<file path="src/rtl/multicycle_control_unit.sv">
// Multicycle ARM control unit: main-decoder FSM, ALU decode, NZCV flag register
// and condition gating, with a configurable memory stall count.
module multicycle_control_unit #(
  parameter int MEM_WAIT = 0,
  parameter int ALUCTL_W = 3
) (
  input  logic                clk,
  input  logic                reset,
  input  logic [1:0]          Op,
  input  logic [5:0]          Funct,
  input  logic [3:0]          Rd,
  input  logic [3:0]          Cond,
  input  logic [11:0]         Src2,
  input  logic [3:0]          ALUFlags,
  output logic                PCWrite,
  output logic                IRWrite,
  output logic                RegWrite,
  output logic                MemWrite,
  output logic                AdrSrc,
  output logic                ALUSrcA,
  output logic [1:0]          ALUSrcB,
  output logic [1:0]          ResultSrc,
  output logic [1:0]          ImmSrc,
  output logic [1:0]          RegSrc,
  output logic [ALUCTL_W-1:0] ALUControl,
  output logic                Shift,
  output logic                Illegal
);

  localparam int CW = (MEM_WAIT > 0) ? $clog2(MEM_WAIT + 1) : 1;
  localparam logic [CW-1:0] CNT_LAST = CW'(MEM_WAIT);

  typedef enum logic [3:0] {
    FETCH   = 4'd0,
    DECODE  = 4'd1,
    MEMADR  = 4'd2,
    MEMRD   = 4'd3,
    MEMWB   = 4'd4,
    MEMWR   = 4'd5,
    EXECR   = 4'd6,
    EXECI   = 4'd7,
    ALUWB   = 4'd8,
    BRANCH  = 4'd9,
    ILLEGAL = 4'd10
  } state_t;

  state_t        state_q, state_d;
  logic [CW-1:0] cnt_q, cnt_d;
  logic [3:0]    flags_q, flags_d;

  logic [3:0] cmd;
  logic [2:0] alu_dec;
  logic [2:0] alu_ctl;
  logic       no_write;
  logic       is_cmp;
  logic       s_eff;
  logic [1:0] flag_w;
  logic       mov_shift;
  logic       cond_ex;
  logic       cnt_done;
  logic       unused_src2;

  assign unused_src2 = ^Src2[3:0];
  assign cmd         = Funct[4:1];
  assign is_cmp      = (cmd == 4'b1010);
  assign s_eff       = Funct[0] | is_cmp;
  assign flag_w      = {s_eff, s_eff & ((cmd == 4'b0100) | (cmd == 4'b0010) | is_cmp)};
  assign mov_shift   = (cmd == 4'b1101) && (Src2[11:4] != 8'd0);
  assign cnt_done    = (cnt_q == CNT_LAST);
  assign ImmSrc      = Op;
  assign RegSrc      = {Op == 2'b01, Op == 2'b10};

  always_comb begin
    alu_dec  = 3'b000;
    no_write = 1'b0;
    case (cmd)
      4'b0100: alu_dec = 3'b000;
      4'b0010: alu_dec = 3'b001;
      4'b0000: alu_dec = 3'b010;
      4'b1100: alu_dec = 3'b011;
      4'b0001: alu_dec = 3'b100;
      4'b1010: begin alu_dec = 3'b001; no_write = 1'b1; end
      4'b1101: alu_dec = 3'b000;
      default: no_write = 1'b1;
    endcase
  end

  // flags_q is {N,Z,C,V}
  always_comb begin
    cond_ex = 1'b0;
    case (Cond)
      4'b0000: cond_ex = flags_q[2];
      4'b0001: cond_ex = ~flags_q[2];
      4'b0010: cond_ex = flags_q[1];
      4'b0011: cond_ex = ~flags_q[1];
      4'b0100: cond_ex = flags_q[3];
      4'b0101: cond_ex = ~flags_q[3];
      4'b0110: cond_ex = flags_q[0];
      4'b0111: cond_ex = ~flags_q[0];
      4'b1000: cond_ex = flags_q[1] & ~flags_q[2];
      4'b1001: cond_ex = ~flags_q[1] | flags_q[2];
      4'b1010: cond_ex = (flags_q[3] == flags_q[0]);
      4'b1011: cond_ex = (flags_q[3] != flags_q[0]);
      4'b1100: cond_ex = ~flags_q[2] & (flags_q[3] == flags_q[0]);
      4'b1101: cond_ex = flags_q[2] | (flags_q[3] != flags_q[0]);
      4'b1110: cond_ex = 1'b1;
      default: cond_ex = 1'b0;
    endcase
  end

  always_ff @(posedge clk) begin
    if (reset) begin
      state_q <= FETCH;
      cnt_q   <= '0;
      flags_q <= 4'b0000;
    end else begin
      state_q <= state_d;
      cnt_q   <= cnt_d;
      flags_q <= flags_d;
    end
  end

  always_comb begin
    state_d   = state_q;
    cnt_d     = '0;
    flags_d   = flags_q;
    PCWrite   = 1'b0;
    IRWrite   = 1'b0;
    RegWrite  = 1'b0;
    MemWrite  = 1'b0;
    AdrSrc    = 1'b0;
    ALUSrcA   = 1'b0;
    ALUSrcB   = 2'b00;
    ResultSrc = 2'b00;
    alu_ctl   = 3'b000;
    Shift     = 1'b0;
    Illegal   = 1'b0;
    case (state_q)
      FETCH: begin
        ALUSrcA   = 1'b1;
        ALUSrcB   = 2'b10;
        ResultSrc = 2'b10;
        if (cnt_done) begin
          IRWrite = 1'b1;
          PCWrite = 1'b1;
          state_d = DECODE;
        end else begin
          cnt_d = cnt_q + 1'b1;
        end
      end
      DECODE: begin
        ALUSrcA   = 1'b1;
        ALUSrcB   = 2'b10;
        ResultSrc = 2'b10;
        case (Op)
          2'b00:   state_d = Funct[5] ? EXECI : EXECR;
          2'b01:   state_d = MEMADR;
          2'b10:   state_d = BRANCH;
          default: state_d = ILLEGAL;
        endcase
      end
      MEMADR: begin
        ALUSrcB = 2'b01;
        state_d = Funct[0] ? MEMRD : MEMWR;
      end
      MEMRD: begin
        AdrSrc = 1'b1;
        if (cnt_done) state_d = MEMWB;
        else          cnt_d   = cnt_q + 1'b1;
      end
      MEMWR: begin
        AdrSrc = 1'b1;
        if (cnt_done) begin
          MemWrite = cond_ex;
          state_d  = FETCH;
        end else begin
          cnt_d = cnt_q + 1'b1;
        end
      end
      MEMWB: begin
        ResultSrc = 2'b01;
        RegWrite  = cond_ex;
        state_d   = FETCH;
      end
      EXECR, EXECI: begin
        ALUSrcB = (state_q == EXECI) ? 2'b01 : 2'b00;
        alu_ctl = alu_dec;
        Shift   = mov_shift;
        if (flag_w[1] & cond_ex) flags_d[3:2] = ALUFlags[3:2];
        if (flag_w[0] & cond_ex) flags_d[1:0] = ALUFlags[1:0];
        state_d = ALUWB;
      end
      ALUWB: begin
        RegWrite = cond_ex & ~no_write;
        if (Rd == 4'd15) PCWrite = cond_ex;
        state_d = FETCH;
      end
      BRANCH: begin
        ALUSrcB   = 2'b01;
        ResultSrc = 2'b10;
        PCWrite   = cond_ex;
        state_d   = FETCH;
      end
      ILLEGAL: begin
        Illegal = 1'b1;
        state_d = FETCH;
      end
      default: state_d = FETCH;
    endcase
    // During reset the outputs look like an idle FETCH with every strobe held off
    if (reset) begin
      PCWrite   = 1'b0;
      IRWrite   = 1'b0;
      RegWrite  = 1'b0;
      MemWrite  = 1'b0;
      Illegal   = 1'b0;
      Shift     = 1'b0;
      AdrSrc    = 1'b0;
      ALUSrcA   = 1'b1;
      ALUSrcB   = 2'b10;
      ResultSrc = 2'b10;
      alu_ctl   = 3'b000;
    end
  end

  always_comb begin
    ALUControl      = '0;
    ALUControl[2:0] = alu_ctl;
  end

endmodule

</file>
<file path="config.mk">
export PLATFORM = sky130hd
export DESIGN_NAME = multicycle_control_unit
export DESIGN_NICKNAME = d
export VERILOG_FILES = /design/src/rtl/multicycle_control_unit.sv
export SDC_FILE = /design/constraint.sdc
export NUM_CORES = 1
export LEC_CHECK = 0
export CORE_ASPECT_RATIO = 1.75
export CORE_UTILIZATION = 35
export CTS_CLUSTER_SIZE = 25
export DETAILED_ROUTE_END_ITERATION = 10
export PLACE_DENSITY = 0.8
export SLEW_MARGIN = 15
export SYNTH_ARGS = -nofsm -noshare
export SYNTH_HDL_FRONTEND = slang
export SYNTH_SLANG_ARGS = --single-unit
export TNS_END_PERCENT = 30
</file>
<file path="constraint.sdc">
create_clock -name clk -period 3.37 [get_ports clk]
set_input_delay 1.011 -clock clk [delete_from_list [all_inputs] [get_ports clk]]
set_output_delay 1.011 -clock clk [all_outputs]
set_load 0.01 [all_outputs]
</file>
==> impl_metrics.yaml <==
cts:
  cts_buffer_depth: 2
  numCtsBuffers: 3
  htreeDepth: 1
  cts.clk_slew.worst_paths_ns: 0.04
  cts_root_buf: "clkbuf_8"
  cts.sinks: 9
  cts_tree: "built"
  clk_latency_ns: 0.23
setup_path:
  r2r_end: "flags_q[0]$_SDFFE_PP0P_"
  worst_ep_required_time_ns: 2.36
  reg2reg_setup_slack_ns: 1.26
  critPathLaunchType: "primary input"
  worstPathCellList: "buf_12 > buf_6 > and4bb_2 > nor2_1 > a21oi_1 > or4_4 > a41o_4 > buf_6"
  crit_top_cell: "buf_6"
  critPathKind: "in -> out"
  arrival_ns: 2.47
  cp_slowest_cell: "or4_4"
  path_buf_inv: 3
  r2r_start: "flags_q[3]$_SDFFE_PP0P_"
  max_stage_delay_ns: 0.53
  path_delay_family: "simple AND/OR/NAND/NOR gates"
  ff2ff_path_depth: 6
  end_kind: "primary output"
  critical_path.max_fanout: 5
grt:
  grt_pass1_vias: 1160
  grt-ovfl-total: 0
  grt_pass1_wl_mm: 5.18
  antenna_found_initial: 0
  track_usage_pct: 20.9
  grt_max_degree: 16
yosys:
  synthesis.nets: 172
  yosysWarnings: 0
  syn_inst: 138
  syn_area_per_cell_sq_um: 7.13
  synth_edf_count: 0
  ys_async_sr_fraction_pct: 0
  ys.flop_type: "dfxtp_1"
  netlist_area_sq_um: 983
  ys_seq_area_share_pct: 18.3
  synth.distinct_cells: 47
  ys_ff_latch: 9
placement:
  place_area_sq_mm: 0.00159
  place_congestion: 0.776
  hpwl_mm: 2.39
  port_buffers: 48
timing:
  grt_setup_unrepaired: "true"
  worst_slew_pin_slew_ns: 0.649
  timing.fmax_mhz: 287
  slew_viol_final: 0
  fin_ws_ns: -0.111
  maxSlewHeadroom_pct: 56.6
  hold_slack_ns: 0.555
  skew_ns: 0.00215
  fin_crit_ns: 3.48
  setup_violations: 4
  hold_viol: 0
  fin_crit_sh_pct: 103
  fin_tns_setup_ns: -0.182
drt:
  post_drt_via_cell_ratio: 5.48
  drt-pass1-iter-count: 5
  wire_per_inst_um: 14.9
  drtAntennaViolNets: 0
  vias: 1271
  drc: 0
  drt-total-wl_mm: 3.46
  drtIter0Drc: 51
hold_path:
  min_to: "flags_q[2]$_SDFFE_PP0P_"
  hp-start: "flags_q[2]$_SDFFE_PP0P_"
  hold_path.class: "reg -> reg"
  min_path_cells: 2
power:
  pwr_density_cell_mw_per_mm2: 226
  irDropWorstVdd_uv: 406
  leakagePower_nw: 0.751
cells_and_area:
  fin_nets: 240
  n_antenna_cell: 0
  final_common_cell: "clkdlybuf4s50_1"
  drive_above_1_share_pct: 31.7
  layout_common_cells: "clkdlybuf4s50_1, buf_4, nor2_1"
  synthToLayoutAreaGrowth_pct: 86.4
  final_area_sq_mm: 0.00183
floorplan:
  fp-row-count: 25
  io_pins: 53
  die_w_um: 42.1
  die_area_sq_mm: 0.00303
  fp.coreArea_sq_mm: 0.00269
  die_h_um: 72.1
  initial_core_util_pct: 36.6
outcome:
  violations: "setup timing"
  status: "finished, violations left"
job:
  max-cap-violations: 0
-- flip-flops by register name, indices dropped and copies added (netlist names) --
signal and cells:
cnt_q 1, flags_q 4, state_q 4
-- cells in the mapped netlist, types with 2 or more instances --
cell type	instances	area share (%)
nor3b_1	2	1.5
dfxtp_1	9	18
or2_2	3	1.9
nor2b_1	10	6.4
nand2_1	11	4.2
a21oi_1	10	5.1
buf_4	3	2.3
o21ai_0	6	3.1
nor3_1	4	2.0
nor2_1	17	6.5
nor4_1	5	3.2
inv_1	3	1.1
nand3b_1	2	1.5
nor4b_1	3	2.7
mux2i_1	5	5.1
clkbuf_1	4	1.5
nand2b_1	10	6.4
o211ai_1	2	1.5
-- worst max path at each step --
stage | slack [ns] | endpoint | cells past startpoint | startpoint
after CTS | -0.14 | PCWrite | 8 | Cond[2]
after global placement | -1.06 | PCWrite | 7 | Cond[2]
final | -0.11 | PCWrite | 8 | Cond[2]
after floorplan | -0.008 | PCWrite | 6 | Cond[2]
after global routing | -0.16 | PCWrite | 7 | Cond[2]
after detailed placement | -1.12 | PCWrite | 7 | Cond[2]
-- per-stage QoR --
stage / utilization (%) / power, W / cells / setup WS, ns
after floorplan: - / 0.000184 / 138 / -0.00845
after global placement: 59.2 / 0.000260 / 221 / -1.06
after detailed placement: 59.2 / 0.000263 / 221 / -1.12
after CTS: 63.5 / 0.000396 / 226 / -0.137
after global routing: 68.1 / 0.000437 / 232 / -0.164
final: 68.1 / 0.000414 / 232 / -0.111
-- where the power goes --
part           switching (W)  internal [W]  leakage (nW)  total, W
clock network      0.0000401     0.0000822        0.0228  0.000122
registers          0.0000103      0.000111        0.0733  0.000121
logic              0.0000699      0.000100         0.655  0.000170
-- cell type report --
cell class / instances / area [sq um]
Clock buffer: 4 / 45.0
Tap cell: 27 / 33.8
Sequential cell: 9 / 180
Inverter: 3 / 11.3
Multi-Input combinational cell: 116 / 871
Timing Repair Buffer: 73 / 692
Fill cell: 225 / 857
-- worst min-delay path, stage by stage (launching register included) --
cell,delay (ns)
dfxtp_1,0.35
nand2b_1,0.09
mux2i_1,0.06
-- cell families after synthesis --
logic type,count (synthesis),share of synthesized area (%)
AO/OA/AOI/OAI,32,21.9
buffers and inverters,13,7.00
XOR/XNOR,2,1.78
other,1,0.381
multiplexers,6,6.62
flip-flops,9,18.3
AND/OR/NAND/NOR,75,44.0
-- metal layers --
layer  share of wire, %  routed length, um  GRT usage, %  up-vias
met5                  0                  0             0        -
met4                1.8                 63          6.60        0
met3                5.2                180          2.49        9
met2                 56               1940          40.1       48
met1                 37               1280          23.4      581
li1                   -                  -             -      633
-- what timing repair did --
item,4_1_cts,5_1_grt
pin swaps,8,3
setup endpoints to repair,15,10
hold buffers,0,0
resized for setup,78,17
endpoints found under the hold margin,0,0
setup buffers,1,4
gates cloned,0,2
Note: power is estimated with default switching activity, not from simulation.
